<file path="config.mk">
export PLATFORM = sky130hd
export DESIGN_NAME = tfg_arbiter
export DESIGN_NICKNAME = d
export VERILOG_FILES = /design/src/rtl/tfg_arbiter.sv
export SDC_FILE = /design/constraint.sdc
export NUM_CORES = 1
export LEC_CHECK = 0
export ABC_CLOCK_PERIOD_IN_PS = 2100
export BUFFER_PORTS_ARGS = -buffer_cell sky130_fd_sc_hd__buf_2
export CORE_AREA = 2 2 378 380
export DETAILED_ROUTE_END_ITERATION = 12
export DIE_AREA = 0 0 380 382
export GPL_TIMING_DRIVEN = 1
export MAX_ROUTING_LAYER = met4
export SETUP_SLACK_MARGIN = 0.15
export SKIP_CTS_REPAIR_TIMING = 1
export SKIP_LAST_GASP = 1
export SYNTH_ARGS = -nofsm -noshare
export SYNTH_HDL_FRONTEND = slang
export SYNTH_SLANG_ARGS = --single-unit
export TNS_END_PERCENT = 50
</file>
<file path="constraint.sdc">
create_clock -name clk -period 2.1 [get_ports clk]
set_input_delay 0.315 -clock clk [delete_from_list [all_inputs] [get_ports clk]]
set_output_delay 0.315 -clock clk [all_outputs]
set_load 0.05 [all_outputs]
</file>
<file path="src/rtl/tfg_arbiter.sv">
`default_nettype none
// ============================================================================
// Module   : tfg_arbiter
// Purpose  : Round-robin arbiter that shares one twiddle-factor generator (TFG)
//            among NUM_REQ requesters. It captures the winner's parameters,
//            issues a one-cycle start pulse and counts the returned beats.
//            When the job is complete it sends a one-hot acknowledge.
// Ports    : clk, rst            - clock, synchronous active-high reset
//            i_req               - per-requester request level
//            i_phi/i_q/i_t       - per-requester seed / modulus / constant
//            i_log2N             - per-requester transform size exponent
//            o_tfg_valid         - start pulse to the TFG
//            o_tfg_phi/q/t/log2N - registered parameters of the granted job
//            i_tfg_valid         - TFG output-beat valid
//            o_stream_valid      - i_tfg_valid gated to counted job beats
//            o_gnt_id            - index of the requester owning the TFG
//            o_ack               - one-hot job-complete pulse
//            o_busy              - arbiter not idle
//            o_err               - watchdog expiry (TFG_ARB_WATCHDOG_EN only)
// Option   : define TFG_ARB_WATCHDOG_EN to enable the beat watchdog
// Revision : 1.0 - initial release
// ============================================================================
module tfg_arbiter #(
    parameter int NUM_REQ = 4,
    parameter int MAX_BW  = 62,
    parameter int N_LANES = 16,
    parameter int TIMEOUT = 1023
) (
    input  logic                                          clk,
    input  logic                                          rst,
    input  logic [NUM_REQ-1:0]                            i_req,
    input  logic [NUM_REQ*MAX_BW-1:0]                     i_phi,
    input  logic [NUM_REQ*MAX_BW-1:0]                     i_q,
    input  logic [NUM_REQ*(MAX_BW+1)-1:0]                 i_t,
    input  logic [NUM_REQ*4-1:0]                          i_log2N,
    output logic                                          o_tfg_valid,
    output logic [MAX_BW-1:0]                             o_tfg_phi,
    output logic [MAX_BW-1:0]                             o_tfg_q,
    output logic [MAX_BW:0]                               o_tfg_t,
    output logic [3:0]                                    o_tfg_log2N,
    input  logic                                          i_tfg_valid,
    output logic                                          o_stream_valid,
    output logic [((NUM_REQ > 1) ? $clog2(NUM_REQ) : 1)-1:0] o_gnt_id,
    output logic [NUM_REQ-1:0]                            o_ack,
    output logic                                          o_busy
`ifdef TFG_ARB_WATCHDOG_EN
    ,
    output logic                                          o_err
`endif
);

    localparam int ID_W       = (NUM_REQ > 1) ? $clog2(NUM_REQ) : 1;
    localparam int LOG2_LANES = $clog2(N_LANES);

    typedef enum logic [2:0] {
        S_IDLE   = 3'd0,
        S_ISSUE  = 3'd1,
        S_WAIT   = 3'd2,
        S_STREAM = 3'd3,
        S_DONE   = 3'd4
    } state_t;

    state_t             r_state;
    state_t             w_next;
    logic [ID_W-1:0]    r_last;
    logic [ID_W-1:0]    r_gnt;
    logic [15:0]        r_beat;
    logic [MAX_BW-1:0]  r_phi;
    logic [MAX_BW-1:0]  r_q;
    logic [MAX_BW:0]    r_t;
    logic [3:0]         r_log2n;

    logic [ID_W:0]      w_idx;
    logic [ID_W-1:0]    w_win;
    logic               w_found;
    logic [3:0]         w_shift;
    logic [15:0]        w_total;
    logic [15:0]        w_beat_inc;
    logic               w_active;
    logic               w_wd_expire;

    // Round-robin search starting one past the last winner; the extra index
    // bit lets the sum wrap without a true modulo.
    always_comb begin
        w_found = 1'b0;
        w_win   = '0;
        w_idx   = '0;
        for (int i = 1; i <= NUM_REQ; i++) begin
            w_idx = {1'b0, r_last} + (ID_W+1)'(i);
            if (w_idx >= (ID_W+1)'(NUM_REQ)) begin
                w_idx = w_idx - (ID_W+1)'(NUM_REQ);
            end
            if (!w_found && i_req[w_idx[ID_W-1:0]]) begin
                w_found = 1'b1;
                w_win   = w_idx[ID_W-1:0];
            end
        end
    end

    // Beat total = max(1, 2^log2N / N_LANES) as a shift of one.
    always_comb begin
        w_shift = 4'd0;
        if (int'(r_log2n) > LOG2_LANES) begin
            w_shift = r_log2n - 4'(LOG2_LANES);
        end
        w_total = 16'd1 << w_shift;
    end

    assign w_beat_inc = r_beat + 16'd1;
    assign w_active   = (r_state == S_WAIT) || (r_state == S_STREAM);

    always_comb begin
        w_next = r_state;
        case (r_state)
            S_IDLE:   if (w_found) w_next = S_ISSUE;
            S_ISSUE:  w_next = S_WAIT;
            S_WAIT,
            S_STREAM: begin
                if (i_tfg_valid) begin
                    w_next = (w_beat_inc == w_total) ? S_DONE : S_STREAM;
                end else if (w_wd_expire) begin
                    w_next = S_DONE;
                end
            end
            S_DONE:   w_next = S_IDLE;
            default:  w_next = S_IDLE;
        endcase
    end

    always_ff @(posedge clk) begin
        if (rst) begin
            r_state <= S_IDLE;
            r_last  <= ID_W'(NUM_REQ - 1);
            r_gnt   <= '0;
            r_beat  <= '0;
            r_phi   <= '0;
            r_q     <= '0;
            r_t     <= '0;
            r_log2n <= '0;
        end else begin
            r_state <= w_next;
            case (r_state)
                S_IDLE: begin
                    if (w_found) begin
                        r_gnt   <= w_win;
                        r_phi   <= i_phi[int'(w_win)*MAX_BW +: MAX_BW];
                        r_q     <= i_q[int'(w_win)*MAX_BW +: MAX_BW];
                        r_t     <= i_t[int'(w_win)*(MAX_BW+1) +: (MAX_BW+1)];
                        r_log2n <= i_log2N[int'(w_win)*4 +: 4];
                    end
                end
                S_ISSUE: r_beat <= '0;
                S_WAIT,
                S_STREAM: if (i_tfg_valid) r_beat <= w_beat_inc;
                S_DONE: begin
                    r_last <= r_gnt;
                    r_beat <= '0;
                end
                default: ;
            endcase
        end
    end

`ifdef TFG_ARB_WATCHDOG_EN
    localparam int WD_W = (TIMEOUT > 1) ? $clog2(TIMEOUT + 1) : 1;

    logic [WD_W-1:0] r_wd;
    logic            r_err;

    // Expiry is flagged one count early so DONE is entered on the cycle the
    // counter would reach TIMEOUT.
    assign w_wd_expire = w_active && !i_tfg_valid && (r_wd == WD_W'(TIMEOUT - 1));

    always_ff @(posedge clk) begin
        if (rst) begin
            r_wd  <= '0;
            r_err <= 1'b0;
        end else begin
            if (r_state == S_ISSUE || (w_active && i_tfg_valid)) begin
                r_wd <= '0;
            end else if (w_active) begin
                r_wd <= r_wd + 1'b1;
            end
            if (r_state == S_DONE) begin
                r_err <= 1'b0;
            end else if (w_wd_expire) begin
                r_err <= 1'b1;
            end
        end
    end

    assign o_err = (r_state == S_DONE) && r_err;
`else
    logic w_unused_timeout;

    assign w_wd_expire      = 1'b0;
    assign w_unused_timeout = ^TIMEOUT;
`endif

    assign o_tfg_valid    = (r_state == S_ISSUE);
    assign o_busy         = (r_state != S_IDLE);
    assign o_ack          = (r_state == S_DONE) ? (NUM_REQ'(1) << r_gnt) : '0;
    assign o_stream_valid = i_tfg_valid && w_active && (r_beat < w_total);
    assign o_gnt_id       = r_gnt;
    assign o_tfg_phi      = r_phi;
    assign o_tfg_q        = r_q;
    assign o_tfg_t        = r_t;
    assign o_tfg_log2N    = r_log2n;

endmodule
`default_nettype wire

</file>
**Yosys cells after proc, flatten, opt, wreduce, memory -nomap -nowiden**

Index checks and enable logic that the tools add are counted.

- Bits in registers: 214
- Bits in latches: 0
- RAM bits: 0
- Memories kept: 0
- ROM bits: 0
- Output and inout port bits: 200

- Multiply operators: 2
- Divide/modulo/power cells: 0
- Bitwise logic cells: 0
- Reduce and logical (&&, ||, !) cells: 17
- $add $sub $neg: 10
- Shifts and indexed selects: 6
- Eq/ne operators: 7
- $lt $le $gt $ge: 10
- Muxes and demuxes: 28

Operator list:

| kind | number |
|---|---|
| variable part select 252 x 9 -> 63 bit | 1 |
| variable part select 248 x 32 -> 62 bit | 1 |
| variable part select 248 x 9 -> 62 bit | 1 |
| case mux 16 bit (2 select lines) | 1 |
| adder 16 x 1 -> 16 bit, second input constant | 1 |
| equality test 16 bit | 1 |
| < comparator 16 bit | 1 |
| two-way mux 16 bit | 1 |
| two-way mux 2 bit | 8 |
| variable part select 16 x 5 -> 4 bit | 1 |
| left shift 1 x 4 -> 16 bit, first input constant | 1 |
| >= comparator 3 bit, second input constant | 4 |
| < comparator 2 x 3 -> 1 bit, second input constant | 4 |
| two-way mux 3 bit | 3 |
| case mux 3 bit (3 select lines) | 1 |
| binary-select mux 1 bit (select 2 bit) | 4 |
| multiplier 2 x 6 -> 8 bit, second input constant | 1 |
| two-way mux 1 bit | 8 |
| two-way mux 4 bit | 2 |
| subtractor 2 x 1 -> 2 bit, second input constant | 4 |
| multiplier 2 x 5 -> 7 bit, second input constant | 1 |
| adder 2 x 2 -> 3 bit, second input constant | 2 |
| equality test 3 x 2 -> 1 bit, second input constant | 2 |
| AND reduction 2 bit | 3 |
| other kinds (15) | 23 |

**Depth between registers and ports, before layout**

Gate-level depths: netlist (run 1).

- Word-level depth: 17
- Depth in mapped cells: 11

**Worst setup path after synthesis (run 1)**

No wires, ideal clock.

- Path type: register -> output
- From: reg r_log2n[2] (netlist: o_tfg_log2N[2])
- To: out o_stream_valid
- Cell stages (with the launch flop): 12
- Data required time: 1.785 ns
- Buffers on the path: 1
- Arrival time: 3.341 ns
- Path slack: -1.556 ns
- Cell sequence: dfxtp_1 buf_2 and4bb_2 inv_1 ha_1 nor2b_1 o21a_1 o21a_1 o21a_1 o21ai_0 a2111oi_0 nor3_1

- Word-level cells in the longest chain between the ends: 5

RTL lines:

| what | RTL line | text |
|---|---|---|
| from (decl) | 71 | `logic [3:0] r_log2n;` |
| from (signal assigned) | 149 | `r_log2n <= i_log2N[int'(w_win)*4 +: 4];` |
| subtractor 4 x 3 -> 4 bit / greater-than comparator 4 x 3 -> 1 bit (equally long branches) | 104, 103 |  |
| two-way mux 4 bit (*) | 103 | `if (int'(r_log2n) > LOG2_LANES) begin` |
| left shift 1 x 4 -> 16 bit (*) | 106 | `w_total = 16'd1 << w_shift;` |
| < comparator 16 bit (*) | 203 | `assign o_stream_valid = i_tfg_valid && w_active && (r_beat < w_total);` |
| logical AND 1 bit (*) | 203 |  |
| to (decl) | 42 | `output logic o_stream_valid,` |

Mark *: on every way between the ends. The rest lies on a longest branch, timed or not.

**Worst setup path after layout (run 1)**

- From: reg r_log2n[1] (netlist: o_tfg_log2N[1])
- To: out o_stream_valid

The elaborated chain is that of the path after synthesis.

==> results.sh, run 1 <==
export IMPL_pin_count=971
export IMPL_rrSetupSlack_ns=-0.17
export IMPL_cts_tree="yes"
export IMPL_grt_pass1_wl_um=140000
export IMPL_worstHoldPathType="in2reg"
export IMPL_syn_area_per_cell_um2=5.96
export IMPL_crit_path_max_fanout=2
export IMPL_synth_seq_area_share_pct=30.2
export IMPL_violations="setup timing"
export IMPL_finalHoldViolCount=0
export IMPL_clk_pin_slew_worst_paths_ns=0.06
export IMPL_max_cap_violations=0
export IMPL_antenna_left=0
export IMPL_pwr_share_comb_pct=54.8
export IMPL_wl_per_cell_um=21.8
export IMPL_slew_headroom_pct=46.6
export IMPL_post_route_period_util_pct=152
export IMPL_cp_cell_sequence="and4bb_2, inv_2, ha_4, nor2b_1, o21a_1, o21a_1, o21a_1, o21ai_2, a2111oi_4, nor3_4, buf_12"
export IMPL_power_mw=24.9
export IMPL_finalSetupViolCount=87
export IMPL_grt_overflow_total=0
export IMPL_synth_cell_types=58
export IMPL_worst_path_dominant_cell_family="compound AO/OA/AOI/OAI gates"
export IMPL_hold_path_depth=5
export IMPL_fillers=15913
export IMPL_async_flop_share_pct=0
export IMPL_worst_pin_slew_ns=0.799
export IMPL_grt_pass1_vias=19633
export IMPL_die_area_um2=145000
export IMPL_syn_cell_area_um2=14200
export IMPL_regArea_um2=4320
export IMPL_skew_ns=0.0195
export IMPL_irDropWorstVdd_uv=585
export IMPL_p_sw_mw=11.7
export IMPL_finalWirelength_um=119000
export IMPL_drc_errors=0
export IMPL_clk_latency_ns=0.63
export IMPL_drt_iter0_markers=1246
export IMPL_grt_antenna_before_repair=37
export IMPL_worst_path_buf_inv=2
export IMPL_nets=4297
export IMPL_synth_yosys_warnings=0
export IMPL_grt_use_total_pct=13.6
export IMPL_cts_root_buf="clkbuf_16"
export IMPL_rows=138
export IMPL_cellPowerDensity_nw_per_um2=852
export IMPL_synth_edf_count=0
export IMPL_start_kind="flip-flop"
export IMPL_drv_slew=0
export IMPL_critPathSlowestCell="dfxtp_4"
export IMPL_r2r_cells=9
export IMPL_rsz0062_at_grt="true"
export IMPL_routabilityCongestion=1.01
export IMPL_vias=22041
export IMPL_drt_vias_per_instance=4.04
export IMPL_required_ns=1.78
export IMPL_post_dp_cell_area_um2=22500
export IMPL_ys_flop_type="dfxtp_1"
export IMPL_numCtsBuffers=30
export IMPL_syn_instance_count=2376
export IMPL_pwr_share_clk_pct=23.9
export IMPL_min_from="i_t[225]"
export IMPL_cts_htree_levels=1
export IMPL_numPortBuffers=970
export IMPL_fin_area_um2=29200
export IMPL_area_growth_syn_to_layout_pct=106
export IMPL_timing_rr_end="r_state[2]$_SDFFE_PP0P_"
export IMPL_sequentialPowerShare_pct=21.3
export IMPL_start_util_pct=10.1
export IMPL_min_period_ns=3.18
export IMPL_die_x_um=380
export IMPL_path_class="reg2out"
export IMPL_status="complete, but fails checks"
export IMPL_hold_path_endpoint="o_tfg_t[36]$_SDFFE_PP0P_"
export IMPL_swShare_pct=47.2
export IMPL_grt_max_degree=63
export IMPL_r2r_start="r_beat[1]$_SDFFE_PP0P_"
export IMPL_multiInputGateArea_um2=11800
export IMPL_end_kind="output port"
export IMPL_post_dp_hpwl_um=85600
export IMPL_design_core_area_um2=141000
export IMPL_p_int_mw=13.1
export IMPL_clock_sinks=214
export IMPL_leakagePower_nw=13.7
export IMPL_crit_top_cell="o21a_1"
export IMPL_ys_seq_elements=214
export IMPL_cpPeakStageDelay_ns=0.34
export IMPL_max_freq_mhz=314
export IMPL_drtPass1Iterations=5
export IMPL_cts_path_max_buffers=3
export IMPL_die_h_um=382
export IMPL_drive_above_1_share_pct=52.5
export IMPL_setup_ws_ns=-1.08
export IMPL_worst_ep_arrival_time_ns=2.87
layer usage:
layer	vias up	GRT usage [%]	part of all wire, %
li1	10312	-	-
met1	10500	17.2	43
met2	1051	20.5	43
met3	178	4.43	11
met4	0	3.67	3.4
met5	-	-	0
cells in the mapped netlist, drive strengths merged, types with 8 or more instances:
library cell	count	share of area, %
nand3	585	21
nor2	28	0.76
dfxtp	214	30
nor3	8	0.32
nand4	8	0.35
buf	72	2.5
nand2	967	26
ha	17	1.5
clkbuf	133	3.5
o21ai	20	0.71
inv	8	0.21
or3	9	0.40
nor2b	10	0.44
a21oi	214	7.6
power groups by stage:
stage / Combinational, mW / Clock [mW] / Sequential [mW]
detailed placement: 11.0 / 0 / 5.36
finish: 13.6 / 5.95 / 5.30
CTS: 11.0 / 6.18 / 5.27
floorplan: 3.60 / 0 / 7.95
global placement: 11.0 / 0 / 5.33
global route: 14.4 / 6.29 / 5.38
per-stage QoR:
step	worst slack [ns]	instances	hold slack (ns)	util (%)	setup TNS, ns
finish	-1.08	5457	0.0610	20.7	-6.16
detailed placement	-0.487	5233	0.443	16.0	-10.39
CTS	-1.24	5289	-0.0116	16.8	-3.57
global route	-1.20	5450	0.0339	20.7	-16.73
floorplan	-0.654	2379	0.450	-	-0.667
global placement	-0.490	5233	0.440	16.0	-8.15
flip-flops by register name, indices dropped and copies added, names as in the netlist:
register and count:
o_tfg_phi 62, r_state 3, o_tfg_log2N 4, r_beat 16
o_gnt_id 2, o_tfg_t 63, o_tfg_q 62, r_last 2
worst min-delay path: cells and delay by family:
family | cells | cell delay [ns]
AO/OA/AOI/OAI | 1 | 0.06
buffers and inverters | 1 | 0.10
AND/OR/NAND/NOR | 3 | 0.18
cells by family (layout without fill, tap and decap cells):
logic type | count (synthesis) | in the layout | share of synthesized area [%]
AND/OR/NAND/NOR | 1653 | 1653 | 50.9
XOR/XNOR | 13 | 13 | 1.01
flip-flops | 214 | 214 | 30.2
multiplexers | 2 | 2 | 0.141
buffers and inverters | 213 | 1367 | 6.28
other | 1 | 38 | 0.0265
AO/OA/AOI/OAI | 263 | 263 | 9.88
adder cells (fa/ha/maj) | 17 | 17 | 1.50
placed cells by master, fill, tap and decap left out, drive strengths merged, types with 10 or more instances in the layout:
cell and n:
dfxtp 214, buf 1252, diode 34, nor2 28, o21ai 20, clkbuf 93
ha 17, a21oi 214, nor2b 10, nand3 585, nand2 967
worst max-delay path by stage:
stage | start | endpoint | slack, ns | cells after the start
2_1_floorplan | o_tfg_log2N[0]$_SDFFE_PP0P_ | o_stream_valid | -0.65 | 11
3_3_place_gp | o_tfg_log2N[1]$_SDFFE_PP0P_ | o_stream_valid | -0.49 | 11
3_5_place_dp | o_tfg_log2N[1]$_SDFFE_PP0P_ | o_stream_valid | -0.49 | 11
4_1_cts | o_tfg_log2N[1]$_SDFFE_PP0P_ | o_stream_valid | -1.24 | 11
5_1_grt | o_tfg_log2N[0]$_SDFFE_PP0P_ | o_stream_valid | -1.20 | 12
6_report | o_tfg_log2N[1]$_SDFFE_PP0P_ | o_stream_valid | -1.08 | 11
cell type report:
class                      count  share of cell area, %
antenna                       34                  0.291
clock buffer                  42                   3.08
clock inverter                14                  0.819
inverter                       8                  0.103
multi-input combinational   1952                   40.3
sequential                   214                   14.8
tap                         1890                   8.10
timing repair buffer        1303                   32.6
Note: power is estimated with default switching activity, not from simulation.
==> run 2, diff against run 1 <==
--- a/config.mk
+++ b/config.mk
@@ -5,7 +5,7 @@
 export SDC_FILE = /design/constraint.sdc
 export NUM_CORES = 1
 export LEC_CHECK = 0
-export ABC_CLOCK_PERIOD_IN_PS = 2100
+export ABC_CLOCK_PERIOD_IN_PS = 2800
 export BUFFER_PORTS_ARGS = -buffer_cell sky130_fd_sc_hd__buf_2
 export CORE_AREA = 2 2 378 380
 export DETAILED_ROUTE_END_ITERATION = 12
==> constraint.sdc (replaced) <==
create_clock -name clk -period 2.8 [get_ports clk]
set_input_delay 0.42 -clock clk [delete_from_list [all_inputs] [get_ports clk]]
set_output_delay 0.42 -clock clk [all_outputs]
set_load 0.05 [all_outputs]
==> run 2 against run 1 <==
Effect of this change:
- the run still ends with setup timing left
- clock-buffer cell count fell by 4
- die area did not move
- non-clock buffer count fell by 217
- sequential share of layout area rose by 4.0 points
- largest power group unchanged
- critical path depth did not move
- worst setup slack improved by 0.58 ns
- cell area fell by 22%
- utilization fell by 4.5 points
==> results.sh, run 2 (same netlist as run 1, synthesis figures left out) <==
export IMPL_status="complete, but fails checks"
export IMPL_violations="setup timing"
export IMPL_cts_root_buf="clkbuf_16"
export IMPL_largest_reg_flops=63
export IMPL_worstHoldPathType="in2reg"
export IMPL_rsz0062_at_grt="true"
export IMPL_design_core_area_um2=141000
export IMPL_required_ns=2.38
export IMPL_start_util_pct=10.1
export IMPL_numPortBuffers=970
export IMPL_drive_above_1_share_pct=35.0
export IMPL_setup_ws_ns=-0.508
export IMPL_drc_errors=0
export IMPL_cts_path_max_buffers=3
export IMPL_grt_use_total_pct=13.0
export IMPL_drv_slew=0
export IMPL_clk_latency_ns=0.62
export IMPL_skew_ns=0.0308
export IMPL_worst_pin_slew_ns=0.684
export IMPL_clk_pin_slew_worst_paths_ns=0.06
export IMPL_post_dp_hpwl_um=81700
export IMPL_critPathSlowestCell="dfxtp_2"
export IMPL_drt_iter0_markers=1388
export IMPL_grt_pass1_vias=18758
export IMPL_irDropWorstVdd_uv=439
export IMPL_r2r_start="r_beat[1]$_SDFFE_PP0P_"
export IMPL_crit_path_max_fanout=2
export IMPL_drtPass1Iterations=5
export IMPL_clock_sinks=214
export IMPL_final_common_cell="buf_2"
export IMPL_die_area_um2=145000
export IMPL_finalHoldViolCount=0
export IMPL_final_cell_mix="968 x buf_2, 967 x nand2_1, 584 x nand3_1, 213 x a21oi_1, 210 x dfxtp_1"
export IMPL_grt_use_met2_pct=19.5
export IMPL_die_h_um=382
export IMPL_crit_top_cell="o21a_1"
export IMPL_path_class="reg2out"
export IMPL_cts_htree_levels=1
export IMPL_grt_util_met3_pct=3.92
export IMPL_pin_count=971
export IMPL_instances_no_fill=5220
export IMPL_wl_per_cell_um=18.9
export IMPL_cellPowerDensity_nw_per_um2=690
export IMPL_grt_max_degree=68
export IMPL_hold_slack_ns=0.171
export IMPL_r2r_cells=9
export IMPL_die_x_um=380
export IMPL_routabilityCongestion=1.01
export IMPL_timing_rr_end="r_state[2]$_SDFFE_PP0P_"
export IMPL_max_cap_violations=0
export IMPL_dpl_worst_slack_ns=0.0399
export IMPL_grt_antenna_before_repair=32
export IMPL_numCtsBuffers=29
export IMPL_hold_path_depth=3
export IMPL_fin_tns_setup_ns=-0.508
export IMPL_drt_vias_per_instance=3.87
export IMPL_cts_tree="yes"
export IMPL_place_inst=5145
export IMPL_finalSetupViolCount=1
export IMPL_rrSetupSlack_ns=0.47
export IMPL_start_kind="flip-flop"
export IMPL_slew_headroom_pct=54.0
export IMPL_top_usage_layer="met2"
export IMPL_worst_ep_arrival_time_ns=2.89
export IMPL_leakagePower_nw=10.9
export IMPL_area_growth_syn_to_layout_pct=61.0
export IMPL_grt_pass1_wl_um=133000
export IMPL_grtUsageMet1_pct=16.2
export IMPL_post_route_period_util_pct=118
export IMPL_cp_cell_sequence="and4bb_2, inv_2, ha_4, nor2b_4, o21a_1, o21a_1, o21a_1, o21ai_2, a2111oi_4, nor3_4, buf_6"
export IMPL_nets=4079
export IMPL_hold_path_endpoint="r_beat[1]$_SDFFE_PP0P_"
export IMPL_min_period_ns=3.31
export IMPL_antenna_left=0
export IMPL_rows=138
export IMPL_grt_overflow_total=0
export IMPL_vias=20193
export IMPL_finalWirelength_um=98600
export IMPL_max_freq_mhz=302
export IMPL_min_from="i_tfg_valid"
export IMPL_cpPeakStageDelay_ns=0.33
export IMPL_end_kind="output port"
[run 2: cell count changes in the layout (fill, tap and decap cells not counted), moves of 62 or more]
cell,previous run,this run
buf_4,153,91
nand2_1,819,967
a21oi_2,72,0
nand3_2,189,0
a21oi_1,141,213
nand2_4,85,0
nand3_1,355,584
[run 2: metrics by stage]
stage                     power (mW)  util, %  area, µm²
after floorplan                 8.66        -      14200
after global placement          12.0     15.4      21700
after detailed placement        12.1     15.4      21700
after CTS                       16.0     16.1      22700
after global routing            16.7     16.2      22800
final                           15.7     16.2      22800
[run 2: worst max-delay path by stage]
stage          cells past startpoint                        start  slack [ns]             end
6_report                          11  o_tfg_log2N[1]$_SDFFE_PP0P_       -0.51  o_stream_valid
5_1_grt                           11  o_tfg_log2N[1]$_SDFFE_PP0P_       -0.61  o_stream_valid
4_1_cts                           11  o_tfg_log2N[1]$_SDFFE_PP0P_       -0.68  o_stream_valid
3_5_place_dp                      11  o_tfg_log2N[1]$_SDFFE_PP0P_        0.04  o_stream_valid
3_3_place_gp                      11  o_tfg_log2N[1]$_SDFFE_PP0P_       -0.05  o_stream_valid
2_1_floorplan                     11  o_tfg_log2N[0]$_SDFFE_PP0P_       -0.06  o_stream_valid
[run 2: cell type report]
type,instances,area [µm²]
fill,16454,118000
sequential,214,4290
clock inverter,14,138
clock buffer,38,790
multi-input combinational,1952,9120
antenna,18,45.0
inverter,8,30.0
timing repair buffer,1086,6040
tap,1890,2360
[run 2: layer usage]
metal | share of wire [%] | routed length, µm
met3 | 9.3 | 9130
met5 | 0 | 0
met2 | 44 | 43200
met4 | 4.1 | 4040
met1 | 43 | 42200
[run 2: where the power goes]
part / total [mW] / internal (mW) / switching (mW)
logic: 7.99 / 2.23 / 5.76
clock network: 3.81 / 2.16 / 1.65
registers: 3.95 / 3.64 / 0.314
total: 15.7 / 8.03 / 7.72
[run 2: worst max-delay path: cells and delay by family (launching register included)]
| kind | cells | cell delay (ns) |
|---|---|---|
| simple gates | 3 | 0.68 |
| buf+inv | 2 | 0.25 |
| flops | 1 | 0.33 |
| fa+ha+maj | 1 | 0.20 |
| compound gates | 5 | 0.80 |
==> run 3, diff against run 2 <==
--- a/config.mk
+++ b/config.mk
@@ -6,10 +6,10 @@
 export NUM_CORES = 1
 export LEC_CHECK = 0
 export ABC_CLOCK_PERIOD_IN_PS = 2800
-export BUFFER_PORTS_ARGS = -buffer_cell sky130_fd_sc_hd__buf_2
-export CORE_AREA = 2 2 378 380
+export BUFFER_PORTS_ARGS = -buffer_cell sky130_fd_sc_hd__clkbuf_2
+export CORE_AREA = 2 2 380 382
 export DETAILED_ROUTE_END_ITERATION = 12
-export DIE_AREA = 0 0 380 382
+export DIE_AREA = 0 0 382 384
 export GPL_TIMING_DRIVEN = 1
 export MAX_ROUTING_LAYER = met4
 export SETUP_SLACK_MARGIN = 0.15
==> run 3 against run 2 <==
Effect of this change:
- the flow still finishes with violations (setup timing)
- die area rose by 1.1%
- critical path depth unchanged
- global-route usage rose by 0.19 points
- largest cell class unchanged
- largest power group unchanged
==> results.sh, run 3 (same netlist as run 1, synthesis figures left out) <==
export IMPL_post_dp_cell_area_um2=21700
export IMPL_worst_ep_arrival_time_ns=2.84
export IMPL_timing_rr_end="o_tfg_t[14]$_SDFFE_PP0P_"
export IMPL_largest_reg_flops=63
export IMPL_die_x_um=382
export IMPL_top_layer="met4"
export IMPL_instances_no_fill=5227
export IMPL_end_kind="output port"
export IMPL_status="complete, but fails checks"
export IMPL_drc_errors=0
export IMPL_setup_ws_ns=-0.462
export IMPL_rsz0062_at_grt="true"
export IMPL_wl_met2_um=43900
export IMPL_max_cap_violations=0
export IMPL_cellPowerDensity_nw_per_um2=704
export IMPL_post_route_period_util_pct=117
export IMPL_wl_per_cell_um=19.1
export IMPL_fin_area_um2=22800
export IMPL_drive_above_1_share_pct=34.9
export IMPL_grt_max_degree=88
export IMPL_clk_latency_ns=0.64
export IMPL_place_inst=5154
export IMPL_grt_use_total_pct=13.2
export IMPL_routabilityCongestion=0.997
export IMPL_design_core_area_um2=143000
export IMPL_skew_ns=0.0236
export IMPL_required_ns=2.38
export IMPL_slew_headroom_pct=41.5
export IMPL_antenna_left=0
export IMPL_worstHoldPathType="in2reg"
export IMPL_cts_path_max_buffers=3
export IMPL_die_h_um=384
export IMPL_clock_sinks=214
export IMPL_rrSetupSlack_ns=0.44
export IMPL_start_kind="flip-flop"
export IMPL_hold_path_endpoint="o_tfg_t[36]$_SDFFE_PP0P_"
export IMPL_worst_pin_slew_ns=0.868
export IMPL_rows=139
export IMPL_area_growth_syn_to_layout_pct=61.0
export IMPL_max_freq_mhz=307
export IMPL_clk_pin_slew_worst_paths_ns=0.06
export IMPL_numCtsBuffers=31
export IMPL_wl_met1_um=42800
export IMPL_grt_pass1_wl_um=137000
export IMPL_numPortBuffers=970
export IMPL_final_cell_mix="967 x nand2_1, 967 x clkbuf_2, 584 x nand3_1, 213 x a21oi_1, 209 x dfxtp_1"
export IMPL_power_mw=16.1
export IMPL_irDropWorstVdd_uv=534
export IMPL_pin_count=971
export IMPL_grt_overflow_total=0
export IMPL_drtPass1Iterations=5
export IMPL_grt_pass1_vias=18710
export IMPL_finalHoldViolCount=0
export IMPL_r2r_cells=9
export IMPL_nets=4072
export IMPL_hold_path_depth=5
export IMPL_drt_iter0_markers=1471
export IMPL_vias=20187
export IMPL_r2r_start="r_last[0]$_SDFFE_PP1P_"
export IMPL_cts_tree="yes"
export IMPL_fin_util_pct=16.0
export IMPL_finalWirelength_um=99700
export IMPL_crit_path_max_fanout=3
export IMPL_die_area_um2=147000
export IMPL_leakagePower_nw=10.9
export IMPL_drv_slew=0
export IMPL_grt_antenna_before_repair=27
export IMPL_path_class="reg2out"
export IMPL_min_from="i_t[225]"
export IMPL_min_period_ns=3.26
export IMPL_cts_htree_levels=1
export IMPL_wl_met3_um=10000
export IMPL_drt_vias_per_instance=3.86
export IMPL_violations="setup timing"
export IMPL_cts_root_buf="clkbuf_16"
export IMPL_finalSetupViolCount=1
export IMPL_post_dp_hpwl_um=83300
export IMPL_start_util_pct=9.92
==> run 3: cell types whose count changed in the layout (fill, tap and decap cells not counted), moves of 2 or more <==
cell | previous run | this run
buf_2 | 968 | 1
clkbuf_2 | 0 | 967
clkbuf_8 | 3 | 8
buf_12 | 23 | 19
clkbuf_16 | 29 | 32
buf_4 | 91 | 89
buf_6 | 2 | 0
clkbuf_1 | 6 | 4
clkinv_4 | 2 | 0
==> run 3: worst max-delay path by stage <==
stage                                      startpoint  slack [ns]             end  cells past startpoint
final                     o_tfg_log2N[3]$_SDFFE_PP0P_       -0.46  o_stream_valid                     11
after global placement    o_tfg_log2N[1]$_SDFFE_PP0P_        0.02  o_stream_valid                     11
after CTS                 o_tfg_log2N[3]$_SDFFE_PP0P_       -0.63  o_stream_valid                     11
after floorplan           o_tfg_log2N[0]$_SDFFE_PP0P_       -0.06  o_stream_valid                     11
after detailed placement  o_tfg_log2N[3]$_SDFFE_PP0P_        0.12  o_stream_valid                     11
after global routing      o_tfg_log2N[1]$_SDFFE_PP0P_       -0.64  o_stream_valid                     11
==> run 3: per-layer routing <==
metal | global-route usage (%) | vias to the layer above
met5 | - | -
met4 | 3.81 | 0
met3 | 4.32 | 102
met2 | 19.7 | 897
met1 | 16.8 | 9388
li1 | - | 9800
==> run 3: cell type report <==
| type | instances | area (µm²) |
|---|---|---|
| multi-input combinational | 1952 | 9090 |
| clock buffer | 44 | 926 |
| tap | 1903 | 2380 |
| timing repair buffer | 1077 | 5910 |
| antenna | 17 | 42.5 |
| inverter | 8 | 30.0 |
| clock inverter | 12 | 146 |
| sequential | 214 | 4300 |
| fill | 16611 | 120000 |
==> run 3: per-stage QoR <==
| step | hold WS, ns | worst slack [ns] | setup TNS [ns] |
|---|---|---|---|
| 3_3_place_gp | 0.441 | 0.0168 | 0 |
| 2_1_floorplan | 0.450 | -0.0593 | -0.0593 |
| 4_1_cts | 0.0753 | -0.629 | -0.629 |
| 3_5_place_dp | 0.446 | 0.125 | 0 |
| 5_1_grt | 0.124 | -0.636 | -0.636 |
| 6_report | 0.139 | -0.462 | -0.462 |
==> run 3: report_power, final <==
part	switching, mW	internal (mW)	total (mW)
logic	5.72	2.10	7.82
registers	0.352	3.64	3.99
clock network	1.71	2.55	4.26
total	7.79	8.29	16.1
==> run 3: critical path, stage by stage (launching register included) <==
cell,delay [ns]
dfxtp_2,0.32
and4bb_2,0.30
inv_1,0.05
ha_1,0.25
nor2b_1,0.13
o21a_1,0.17
o21a_1,0.17
o21a_1,0.18
o21ai_2,0.16
a2111oi_2,0.11
nor3_4,0.20
buf_12,0.16
